**src/rtl/bus_arbiter.sv**
```systemverilog
// bus_arbiter: two-master round-robin arbiter in front of the shared slave bus.
// Serialises one read or write at a time, returns read data to the owning
// master, and force-completes reads whose slave never answers.
// Ports:
//   clk, rst                  clock, synchronous active-high reset
//   m0_* / m1_*               master request side (addr, rd_en, wr_en, wr_data,
//                             wr_mask in; rd_data, rd_valid, ack out)
//   s_*                       slave side (addr, strobes, write data/mask out;
//                             rd_data, rd_valid in)
//   busy                      high whenever the arbiter is not idle
//   err                       sticky read-timeout flag
module bus_arbiter #(
  parameter int unsigned AW      = 16,
  parameter int unsigned TIMEOUT = 15
) (
  input  logic          clk,
  input  logic          rst,
  input  logic [AW-1:0] m0_addr,
  input  logic          m0_rd_en,
  input  logic          m0_wr_en,
  input  logic [31:0]   m0_wr_data,
  input  logic [3:0]    m0_wr_mask,
  output logic [31:0]   m0_rd_data,
  output logic          m0_rd_valid,
  output logic          m0_ack,
  input  logic [AW-1:0] m1_addr,
  input  logic          m1_rd_en,
  input  logic          m1_wr_en,
  input  logic [31:0]   m1_wr_data,
  input  logic [3:0]    m1_wr_mask,
  output logic [31:0]   m1_rd_data,
  output logic          m1_rd_valid,
  output logic          m1_ack,
  output logic [AW-1:0] s_addr,
  output logic          s_rd_en,
  output logic          s_wr_en,
  output logic [31:0]   s_wr_data,
  output logic [3:0]    s_wr_mask,
  input  logic [31:0]   s_rd_data,
  input  logic          s_rd_valid,
  output logic          busy,
  output logic          err
);

  localparam int unsigned CW = 8;

  typedef enum logic [1:0] {IDLE, ISSUE, WAIT} state_t;

  state_t        state, state_nxt;
  logic          gnt, gnt_nxt;
  logic          last_gnt, last_gnt_nxt;
  logic [CW-1:0] cnt, cnt_nxt;

  logic [AW-1:0] s_addr_nxt;
  logic          s_rd_en_nxt, s_wr_en_nxt;
  logic [31:0]   s_wr_data_nxt;
  logic [3:0]    s_wr_mask_nxt;
  logic [31:0]   m0_rd_data_nxt, m1_rd_data_nxt;
  logic          m0_rd_valid_nxt, m1_rd_valid_nxt;
  logic          m0_ack_nxt, m1_ack_nxt;
  logic          busy_nxt, err_nxt;

  // Request decode and round-robin pick (1 = master 1)
  logic req0_c, req1_c, pick_c, pick_wr_c;
  assign req0_c    = m0_rd_en | m0_wr_en;
  assign req1_c    = m1_rd_en | m1_wr_en;
  assign pick_c    = (req0_c & req1_c) ? ~last_gnt : req1_c;
  assign pick_wr_c = pick_c ? m1_wr_en : m0_wr_en;

  // Read completion: data for the current owner (either slave data or 0 on timeout)
  logic        done_c;
  logic [31:0] done_data_c;

  // Next-state and next-output logic
  always_comb begin
    state_nxt       = state;
    gnt_nxt         = gnt;
    last_gnt_nxt    = last_gnt;
    cnt_nxt         = cnt;
    s_addr_nxt      = s_addr;
    s_wr_data_nxt   = s_wr_data;
    s_wr_mask_nxt   = s_wr_mask;
    s_rd_en_nxt     = 1'b0;
    s_wr_en_nxt     = 1'b0;
    m0_rd_data_nxt  = m0_rd_data;
    m1_rd_data_nxt  = m1_rd_data;
    m0_rd_valid_nxt = 1'b0;
    m1_rd_valid_nxt = 1'b0;
    m0_ack_nxt      = 1'b0;
    m1_ack_nxt      = 1'b0;
    err_nxt         = err;
    done_c          = 1'b0;
    done_data_c     = 32'h0;

    unique case (state)
      IDLE: begin
        if (req0_c | req1_c) begin
          gnt_nxt       = pick_c;
          last_gnt_nxt  = pick_c;
          s_addr_nxt    = pick_c ? m1_addr    : m0_addr;
          s_wr_data_nxt = pick_c ? m1_wr_data : m0_wr_data;
          s_wr_mask_nxt = pick_c ? m1_wr_mask : m0_wr_mask;
          s_wr_en_nxt   = pick_wr_c;
          s_rd_en_nxt   = ~pick_wr_c;
          // Write ack is visible in the same cycle as the slave strobe
          m0_ack_nxt    = pick_wr_c & ~pick_c;
          m1_ack_nxt    = pick_wr_c & pick_c;
          state_nxt     = ISSUE;
        end
      end
      ISSUE: begin
        if (s_wr_en) begin
          state_nxt = IDLE;
        end else if (s_rd_valid) begin
          done_c      = 1'b1;
          done_data_c = s_rd_data;
        end else begin
          cnt_nxt   = '0;
          state_nxt = WAIT;
        end
      end
      WAIT: begin
        cnt_nxt = cnt + CW'(1);
        if (s_rd_valid) begin
          done_c      = 1'b1;
          done_data_c = s_rd_data;
        end else if (cnt == CW'(TIMEOUT - 1)) begin
          done_c  = 1'b1;
          err_nxt = 1'b1;
        end
      end
      default: state_nxt = IDLE;
    endcase

    if (done_c) begin
      state_nxt = IDLE;
      if (gnt) begin
        m1_rd_data_nxt  = done_data_c;
        m1_rd_valid_nxt = 1'b1;
      end else begin
        m0_rd_data_nxt  = done_data_c;
        m0_rd_valid_nxt = 1'b1;
      end
    end

    busy_nxt = (state_nxt != IDLE);
  end

  // State and output registers
  always_ff @(posedge clk) begin
    if (rst) begin
      state       <= IDLE;
      gnt         <= 1'b0;
      last_gnt    <= 1'b1;
      cnt         <= '0;
      s_addr      <= '0;
      s_rd_en     <= 1'b0;
      s_wr_en     <= 1'b0;
      s_wr_data   <= 32'h0;
      s_wr_mask   <= 4'h0;
      m0_rd_data  <= 32'h0;
      m1_rd_data  <= 32'h0;
      m0_rd_valid <= 1'b0;
      m1_rd_valid <= 1'b0;
      m0_ack      <= 1'b0;
      m1_ack      <= 1'b0;
      busy        <= 1'b0;
      err         <= 1'b0;
    end else begin
      state       <= state_nxt;
      gnt         <= gnt_nxt;
      last_gnt    <= last_gnt_nxt;
      cnt         <= cnt_nxt;
      s_addr      <= s_addr_nxt;
      s_rd_en     <= s_rd_en_nxt;
      s_wr_en     <= s_wr_en_nxt;
      s_wr_data   <= s_wr_data_nxt;
      s_wr_mask   <= s_wr_mask_nxt;
      m0_rd_data  <= m0_rd_data_nxt;
      m1_rd_data  <= m1_rd_data_nxt;
      m0_rd_valid <= m0_rd_valid_nxt;
      m1_rd_valid <= m1_rd_valid_nxt;
      m0_ack      <= m0_ack_nxt;
      m1_ack      <= m1_ack_nxt;
      busy        <= busy_nxt;
      err         <= err_nxt;
    end
  end

endmodule

```
**config.mk**
```make
export PLATFORM = sky130hd
export DESIGN_NAME = bus_arbiter
export DESIGN_NICKNAME = d
export VERILOG_FILES = /design/src/rtl/bus_arbiter.sv
export SDC_FILE = /design/constraint.sdc
export NUM_CORES = 1
export LEC_CHECK = 0
export CORE_UTILIZATION = 38
export CTS_BUF_LIST = sky130_fd_sc_hd__clkbuf_2 sky130_fd_sc_hd__clkbuf_4 sky130_fd_sc_hd__clkbuf_8
export DETAILED_ROUTE_END_ITERATION = 8
export GPL_ROUTABILITY_DRIVEN = 0
export PLACE_DENSITY = 0.8
export SYNTH_ARGS = -nofsm -noshare
export SYNTH_HDL_FRONTEND = slang
export SYNTH_SLANG_ARGS = --single-unit
```
**constraint.sdc**
```tcl
create_clock -name clk -period 1.8 [get_ports clk]
set_input_delay 0.36 -clock clk [delete_from_list [all_inputs] [get_ports clk]]
set_output_delay 0.36 -clock clk [all_outputs]
set_load 0.02 [all_outputs]
```
Word level (Yosys, flattened, before mapping)
Index checks and enable logic that the tools add are counted.
{"block": "totals", "ff_bits": 136, "out_inout_bits": 124, "inputBits": 143, "elab_cells": 70}
{"block": "classes", "add_sub_neg": 1, "n_reduce_logical": 10, "n_eq_ne": 5, "bitwise_logic": 14, "n_mux": 23}
{"operator": "$mux W32", "count": 3}
{"operator": "$pmux W32 S2", "count": 1}
{"operator": "$mux W16", "count": 1}
{"operator": "$mux W8", "count": 2}
{"operator": "$pmux W8 S2", "count": 1}
{"operator": "$add A8 B1 Y8 const B", "count": 1}
{"operator": "$eq A8 B4 Y1 const B", "count": 1}
{"operator": "$mux W1", "count": 8}
{"operator": "$mux W2", "count": 4}
{"operator": "$not A1 Y1", "count": 8}
{"operator": "$pmux W2 S3", "count": 1}
{"operator": "$reduce_and A2 Y1", "count": 3}
{"operator": "$reduce_and A3 Y1", "count": 2}
{"operator": "$mux W4", "count": 1}
{"operator": "$ne A2 B2 Y1 const B", "count": 2}
{"operator": "$reduce_bool A2 Y1", "count": 2}
{"operator": "$and A1 B1 Y1", "count": 3}
{"operator": "$or A1 B1 Y1", "count": 3}
{"operator": "$reduce_or A3 Y1", "count": 1}
{"operator": "$eq A2 B1 Y1 const B", "count": 1}
{"operator": "$eq A2 B2 Y1 const B", "count": 1}
{"operator": "$logic_not A2 Y1", "count": 1}
{"operator": "$pmux W1 S2", "count": 1}
{"operator": "$reduce_or A2 Y1", "count": 1}

Depth between registers and ports, before layout
Gate-level depths: netlist (run 1).
{"block": "logic_depth", "word_depth": 6, "mapped_depth": 7, "mapped_depth_nobuf": 6}

Least setup slack after synthesis (run 1)
Ideal clock, no wire load.
{"block": "synth_timing", "path_type": "register to register", "startpoint": "reg state[1]", "endpoint": "reg busy", "slack_ns": 0.000, "stages_incl_launch_ff": 7, "t_arrival_ns": 1.730, "required_time_ns": 1.730, "synth_period_minus_slack_ns": 1.800, "setup_ns": 0.070, "cell_sequence": "dfxtp_1 > inv_1 > ha_1 > nor2b_4 > o211a_1 > or4_1 > a21oi_1"}
{"block": "synth_between", "elab_chain_cells": 5, "word_cells_on_any_way": 10}
{"element": "start: declaration", "line": "49", "rtl": "state_t state, state_nxt;"}
{"element": "start signal: assignment", "line": "170", "rtl": "state <= state_nxt;"}
{"element": "$mux W2", "line": "114", "rtl": "end else if (s_rd_valid) begin"}
{"element": "$mux W2", "line": "112", "rtl": "if (s_wr_en) begin"}
{"element": "$pmux W2 S3", "line": "95", "rtl": "unique case (state)"}
{"element": "$mux W2 (*)", "line": "135", "rtl": "if (done_c) begin"}
{"element": "$reduce_bool A2 Y1 (*)", "line": "146", "rtl": "busy_nxt = (state_nxt != IDLE);"}
{"element": "end signal: assignment", "line": "185", "rtl": "busy <= busy_nxt;"}
{"element": "end: declaration", "line": "41", "rtl": "output logic busy,"}
Every way passes the cells marked *; elsewhere a longest branch is shown, timed or not.
A chain may end at the register's enable or synchronous reset.

Worst setup path after layout (run 1)
{"block": "layout_timing", "startpoint": "reg state[0]", "endpoint": "reg m0_rd_data[3]"}
{"block": "layout_between", "elab_chain_cells": 3, "word_cells_on_any_way": 5}
{"element": "$eq A2 B2 Y1 / $eq A2 B1 Y1 (equally long branches)", "line": "95"}
{"element": "$pmux W1 S2", "line": "95"}
{"element": "$reduce_and A2 Y1 (no source line)"}
{"element": "end signal: assignment", "line": "179", "rtl": "m0_rd_data <= m0_rd_data_nxt;"}
{"element": "end: declaration", "line": "23", "rtl": "output logic [31:0] m0_rd_data,"}
Several ways; a longest one is shown, not always the timed one.

==> results of run 1 <==
## final cells by class
cell class,count,area share [%]
clock buffers,19,2.86
repair buffers,302,35.0
flip-flops and latches,136,29.8
well taps,180,2.47
clock inverters,13,1.58
inverters,6,0.247
multi-input cells,356,28.0
## critical path, cell delays in order (launching register included)
cell and delay (ns):
sky130_fd_sc_hd__dfxtp_2 0.35, sky130_fd_sc_hd__inv_2 0.08, sky130_fd_sc_hd__ha_4 0.16, sky130_fd_sc_hd__nand4b_1 0.18
sky130_fd_sc_hd__nor4_4 0.30, sky130_fd_sc_hd__buf_4 0.18, sky130_fd_sc_hd__o31ai_4 0.07, sky130_fd_sc_hd__buf_12 0.18
sky130_fd_sc_hd__a22o_1 0.20
## Yosys cell counts, types with 5 or more instances
library cell | n | area (um^2)
sky130_fd_sc_hd__a21oi_1 | 8 | 40.0
sky130_fd_sc_hd__a22o_1 | 64 | 561
sky130_fd_sc_hd__a311oi_2 | 50 | 751
sky130_fd_sc_hd__buf_2 | 20 | 100
sky130_fd_sc_hd__buf_6 | 6 | 67.6
sky130_fd_sc_hd__clkbuf_1 | 16 | 60.1
sky130_fd_sc_hd__dfxtp_1 | 136 | 2720
sky130_fd_sc_hd__ha_1 | 6 | 75.1
sky130_fd_sc_hd__inv_1 | 6 | 22.5
sky130_fd_sc_hd__nand2_1 | 110 | 413
sky130_fd_sc_hd__nor2_1 | 64 | 240
sky130_fd_sc_hd__nor3_1 | 5 | 25.0
sky130_fd_sc_hd__xor2_1 | 5 | 43.8
## power groups by stage
| stage | registers, W | clock network (W) | logic, W |
|---|---|---|---|
| 2_1_floorplan | 0.00448 | 0 | 0.00200 |
| 3_3_place_gp | 0.00390 | 0 | 0.00435 |
| 3_5_place_dp | 0.00392 | 0 | 0.00448 |
| 4_1_cts | 0.00385 | 0.00261 | 0.00439 |
| 5_1_grt | 0.00390 | 0.00275 | 0.00473 |
| 6_report | 0.00385 | 0.00253 | 0.00444 |
## state kept, by name, summed over array words and instances, names as in the netlist
register	flops
m1_ack	1
busy	1
s_wr_en	1
m1_rd_data	32
s_addr	16
cnt	8
last_gnt	1
s_wr_data	32
m1_rd_valid	1
m0_ack	1
err	1
s_wr_mask	4
state	2
m0_rd_valid	1
s_rd_en	1
gnt	1
m0_rd_data	32
## final timing paths
path,endpoint,slack [ns],cells after the start
max,m0_rd_data[3]$_SDFFE_PP0P_,-0.02,8
min,cnt[1]$_SDFFE_PP0P_,0.24,2
max reg2reg,m0_rd_data[3]$_SDFFE_PP0P_,-0.02,8
min reg2reg,m1_rd_data[1]$_SDFFE_PP0P_,0.47,1
## stage by stage
stage | std cells | util [%] | total power, W | hold WS, ns
2_1_floorplan | 542 | - | 0.00648 | 0.453
3_3_place_gp | 977 | 60.9 | 0.00825 | 0.454
3_5_place_dp | 977 | 60.9 | 0.00840 | 0.453
4_1_cts | 1009 | 63.5 | 0.0108 | 0.209
5_1_grt | 1012 | 65.3 | 0.0114 | 0.236
6_report | 1012 | 65.3 | 0.0108 | 0.237
## routing by layer
layer | global-route usage [%] | share of wire, % | up-vias | wire length (um)
met4 | 9.98 | 2.6 | 0 | 451
li1 | - | - | 2520 | -
met3 | 7.67 | 9.5 | 29 | 1640
met2 | 36.9 | 48 | 263 | 8310
met1 | 24.4 | 40 | 2518 | 6810
met5 | 0 | 0 | - | 0
## logic make-up after synthesis
family	after synthesis	share of synthesized area, %
flops	136	49.4
fa+ha+maj	6	1.36
buf+inv	50	4.70
simple gates	198	15.1
compound gates	147	28.6
xor+xnor	5	0.795
## what timing repair did
action / in CTS / in global routing
buffers inserted: 0 / 2
endpoints found under the hold margin: 0 / 0
gates resized for setup: 33 / 78
setup endpoints to repair: 98 / 142
gates cloned: 0 / 1
pin swaps: 1 / 1
==> results.cfg, run 1 <==
[run_status]
outcome = complete, but fails checks
failed_checks = setup timing

[worst_setup_path]
cp_data_arrival_time_ns = 2.15
criticalPathCategory = reg -> reg
worstSetupStartpointType = register
reg2reg_from = state[0]$_SDFF_PP0_
crit_start = state[0]$_SDFF_PP0_
cp_max_fo = 32
crit_path_end_kind = register
worst_ep_required_time_ns = 2.13

[layout]
postLayoutCellArea_mm2 = 0.00913
seq_area_mm2 = 0.00273
fillers = 1078
antenna_diode_count = 0
multi_input_comb_area_mm2 = 0.00255
layout_commonest_cell = sky130_fd_sc_hd__clkdlybuf4s50_1
nNetsFinal = 968
final_cell_mix = sky130_fd_sc_hd__clkdlybuf4s50_1, sky130_fd_sc_hd__dfxtp_1, sky130_fd_sc_hd__nand2_1, sky130_fd_sc_hd__dlymetal6s2s_1, sky130_fd_sc_hd__a22o_1
drive_gt1_share_pct = 16.5
layout-area-overhead-vs-synth_pct = 65.8

[clock_tree]
htree_num_levels = 4
cts_root_buffer = sky130_fd_sc_hd__clkbuf_8
holdBufCountCts = 0
clkSinkCount = 136
clock_tree.buffer_depth = 2
clkLatencyLatePin_ns = 0.44
cts.reportedPaths.clkPinSlew_ns = 0.08
tritoncts.num_buffers = 17
tritoncts = built

[timing]
timing.final.crit_period_ns = 1.82
final_max_slew_viol_count = 0
worst_slack_ns = -0.0181
min_period_over_period_pct = 101
timing.slew.headroom_pct = 73.6
fin_tns_setup_ns = -0.147
max_clock_freq_mhz = 550
rsz0062_at_grt = true
tightestPinTransition_ns = 0.396
setup_violations = 28
report.final.hold_viol_count = 0
worst_clock_skew_ns = 0.0115

[hold_path]
min-delay-path-class = in -> reg
hp-start = rst

[routing]
avgRoutedWirePerCell_um = 17.0
drt-initial-drc-count = 320
final_antenna_net_count = 0
detailedRoute.firstPassIterationCount = 5
finalWirelength_mm = 17.2
drc_errors = 0
via_count = 5330
viasPerCell = 5.27

[grt]
global_route.usage.total_pct = 21.8
grt_pass1_vias = 5136
global_route_wire_length_before_repair_mm = 25.1
antenna_found_initial = 0
overflow = 0
grt_start_max_net_pins = 91

[place]
hpwlAfterDp_mm = 12.3
portBuffers = 266
dpl-instance-area_mm2 = 0.00852
placement.setup.worst_slack_ns = -0.250

[power]
power.share.switching_pct = 36.7
power.sequential.fraction_pct = 35.6
clock_power_share_pct = 23.4
cellPowerDensity_mw_per_mm2 = 1180
p_sw_w = 0.00397
comb_power_share_pct = 41.0
static_leakage_nw = 4.78
vdd_drop_max_v = 0.000665
p_int_w = 0.00685

[yosys]
yosys.cell_types.count = 45
syn-mean-instance-area_um2 = 10.2
postSynth.asyncResetShare_pct = 0
postSynthRegisterBits = 136
synthFlopType = sky130_fd_sc_hd__dfxtp_1
synthesis.yosys.warnings = 0
synth-edff-count = 0
mappedNetlistArea_mm2 = 0.00551
postSynthNetCount = 691
ys_seq_area_share_pct = 49.4
postSynthCellCount = 542

[die]
floorplan.rows = 43
die_y_um = 122
initial_core_util_pct = 39.4
core-area_mm2 = 0.0140
boundaryPins = 267
dieArea_mm2 = 0.0150
dieWidth_um = 122

[run]
max-cap-violations = 0
Power figures use the tool's default switching activity.
==> run 2, diff against run 1 <==
--- a/config.mk
+++ b/config.mk
@@ -9,7 +9,7 @@
 export CTS_BUF_LIST = sky130_fd_sc_hd__clkbuf_2 sky130_fd_sc_hd__clkbuf_4 sky130_fd_sc_hd__clkbuf_8
 export DETAILED_ROUTE_END_ITERATION = 8
 export GPL_ROUTABILITY_DRIVEN = 0
-export PLACE_DENSITY = 0.8
+export PLACE_DENSITY = 0.78
 export SYNTH_ARGS = -nofsm -noshare
 export SYNTH_HDL_FRONTEND = slang
 export SYNTH_SLANG_ARGS = --single-unit
==> results.cfg, run 2 (same netlist as run 1, synthesis figures left out) <==
[power]
power.share.switching_pct = 33.7
clock_power_share_pct = 27.2
static_leakage_nw = 4.58
cellPowerDensity_mw_per_mm2 = 1240
comb_power_share_pct = 39.4
p_int_w = 0.00767
total_power_w = 0.0116
p_sw_w = 0.00390
vdd_drop_max_v = 0.000539
power.sequential.fraction_pct = 33.4

[timing]
report.final.hold_viol_count = 0
min_period_over_period_pct = 102
rsz0062_at_grt = true
worst_slack_ns = -0.0358
timing.final.crit_period_ns = 1.84
max_clock_freq_mhz = 545
worst_clock_skew_ns = 0.00724
whs_ns = 0.236
timing.slew.headroom_pct = 74.7
tightestPinTransition_ns = 0.379
final_max_slew_viol_count = 0
setup_violations = 21

[layout]
drive_gt1_share_pct = 17.0
layout-area-overhead-vs-synth_pct = 69.2
fillers = 1048
seq_area_mm2 = 0.00273
biggestRegsByFlops = m0_rd_data: 32 flops, m1_rd_data: 32 flops, s_wr_data: 32 flops
layout_commonest_cell = sky130_fd_sc_hd__clkdlybuf4s50_1
final_cell_mix = sky130_fd_sc_hd__clkdlybuf4s50_1, sky130_fd_sc_hd__dfxtp_1, sky130_fd_sc_hd__nand2_1, sky130_fd_sc_hd__a22o_1, sky130_fd_sc_hd__nor2_1
nNetsFinal = 971
multi_input_comb_area_mm2 = 0.00257
antenna_diode_count = 0

[die]
floorplan.rows = 43
dieWidth_um = 122
core-area_mm2 = 0.0140
dieArea_mm2 = 0.0150
die_y_um = 122
initial_core_util_pct = 39.4
boundaryPins = 267

[grt]
antenna_found_initial = 0
global_route.usage.total_pct = 21.7
grt_start_max_net_pins = 58
overflow = 0
global_route_wire_length_before_repair_mm = 25.2
grt_pass1_vias = 5129

[clock_tree]
htree_num_levels = 4
tritoncts.num_buffers = 17
cts_root_buffer = sky130_fd_sc_hd__clkbuf_8
clkSinkCount = 136
cts.reportedPaths.clkPinSlew_ns = 0.08
clock_tree.buffer_depth = 2
tritoncts = built
clkLatencyLatePin_ns = 0.43
holdBufCountCts = 0

[routing]
drc_errors = 0
via_count = 5263
avgRoutedWirePerCell_um = 17.1
drt-initial-drc-count = 296
detailedRoute.firstPassIterationCount = 4
viasPerCell = 5.19
finalWirelength_mm = 17.4
final_antenna_net_count = 0

[hold_path]
hold_depth = 2
min-delay-path-class = in -> reg
hp-start = rst
timing.hold.worst_endpoint = s_addr[8]$_SDFFE_PP0P_

[worst_setup_path]
worstSetupStartpointType = register
reg2reg_to = m0_rd_data[13]$_SDFFE_PP0P_
number_of_cells_traversed_by_the_worst_register_to_register_path = 9
reg2reg_from = state[1]$_SDFF_PP0_
crit_path_end_kind = register
cp_max_fo = 8
criticalPathCategory = reg -> reg
r2r_slack_ns = -0.04
cp_data_arrival_time_ns = 2.16
worst_ep_required_time_ns = 2.12

[run_status]
failed_checks = setup timing
outcome = complete, but fails checks

[place]
portBuffers = 266
hpwlAfterDp_mm = 12.2

[run]
max-cap-violations = 0
==> run 2: metal layers <==
layer  GRT usage [%]  routed length [um]  vias to the layer above
met5               0                   0                        -
met4            8.77                 295                        0
met3            6.97                1460                       21
met2            37.0                8550                      231
met1            25.0                7060                     2483
li1                -                   -                     2528
==> run 2: how the worst max path moves through the flow <==
stage | from | to | cells after the start
2_1_floorplan | state[0]$_SDFF_PP0_ | m1_rd_data[0]$_SDFFE_PP0P_ | 7
3_3_place_gp | m1_rd_en | s_wr_data[19]$_SDFFE_PP0P_ | 6
3_5_place_dp | m1_wr_en | s_addr[12]$_SDFFE_PP0P_ | 6
4_1_cts | s_wr_data[21]$_SDFFE_PP0P_ | s_wr_data[21] | 1
5_1_grt | state[0]$_SDFF_PP0_ | m0_rd_data[27]$_SDFFE_PP0P_ | 9
6_report | state[1]$_SDFF_PP0_ | m0_rd_data[13]$_SDFFE_PP0P_ | 9
==> run 2: repair_timing <==
item | 4_1_cts | 5_1_grt
buffers inserted | 1 | 4
endpoints found under the setup margin | 83 | 127
pin swaps | 1 | 4
endpoints found under the hold margin | 0 | 0
cloned | 0 | 3
resized for setup | 19 | 69
==> run 2: area by class of cell <==
cell class | count | area share (%)
clock buffer | 20 | 2.82
clock inverter | 12 | 2.65
inverter | 6 | 0.269
multi-input combinational | 356 | 27.6
sequential | 136 | 29.3
tap | 180 | 2.42
timing repair buffer | 305 | 35.0
==> run 2: power by group through the flow <==
| stage | registers (W) | logic (W) | clock network, W |
|---|---|---|---|
| after detailed placement | 0.00392 | 0.00452 | 0 |
| after CTS | 0.00386 | 0.00447 | 0.00320 |
| final | 0.00386 | 0.00456 | 0.00315 |
| after global routing | 0.00393 | 0.00488 | 0.00335 |
| after floorplan | 0.00448 | 0.00200 | 0 |
| after global placement | 0.00390 | 0.00441 | 0 |
==> run 2: stage by stage <==
step / cell area, um^2 / TNS, ns / instances / util (%) / worst slack (ns)
floorplan: 5510 / 0 / 542 / - / 0.0340
global placement: 8520 / -10.56 / 975 / 60.9 / -0.157
detailed placement: 8520 / -18.48 / 975 / 60.9 / -0.250
CTS: 9020 / 0 / 1008 / 64.5 / 0.000308
global route: 9320 / -3.64 / 1015 / 66.6 / -0.121
finish: 9320 / -0.443 / 1015 / 66.6 / -0.0358
==> run 2: critical path: stages, from the launching register on <==
cell	delay (ns)
sky130_fd_sc_hd__dfxtp_4	0.38
sky130_fd_sc_hd__inv_2	0.06
sky130_fd_sc_hd__ha_4	0.28
sky130_fd_sc_hd__inv_1	0.06
sky130_fd_sc_hd__nor4_4	0.19
sky130_fd_sc_hd__buf_4	0.18
sky130_fd_sc_hd__o31ai_4	0.08
sky130_fd_sc_hd__buf_12	0.15
sky130_fd_sc_hd__clkbuf_16	0.16
sky130_fd_sc_hd__a22o_1	0.19
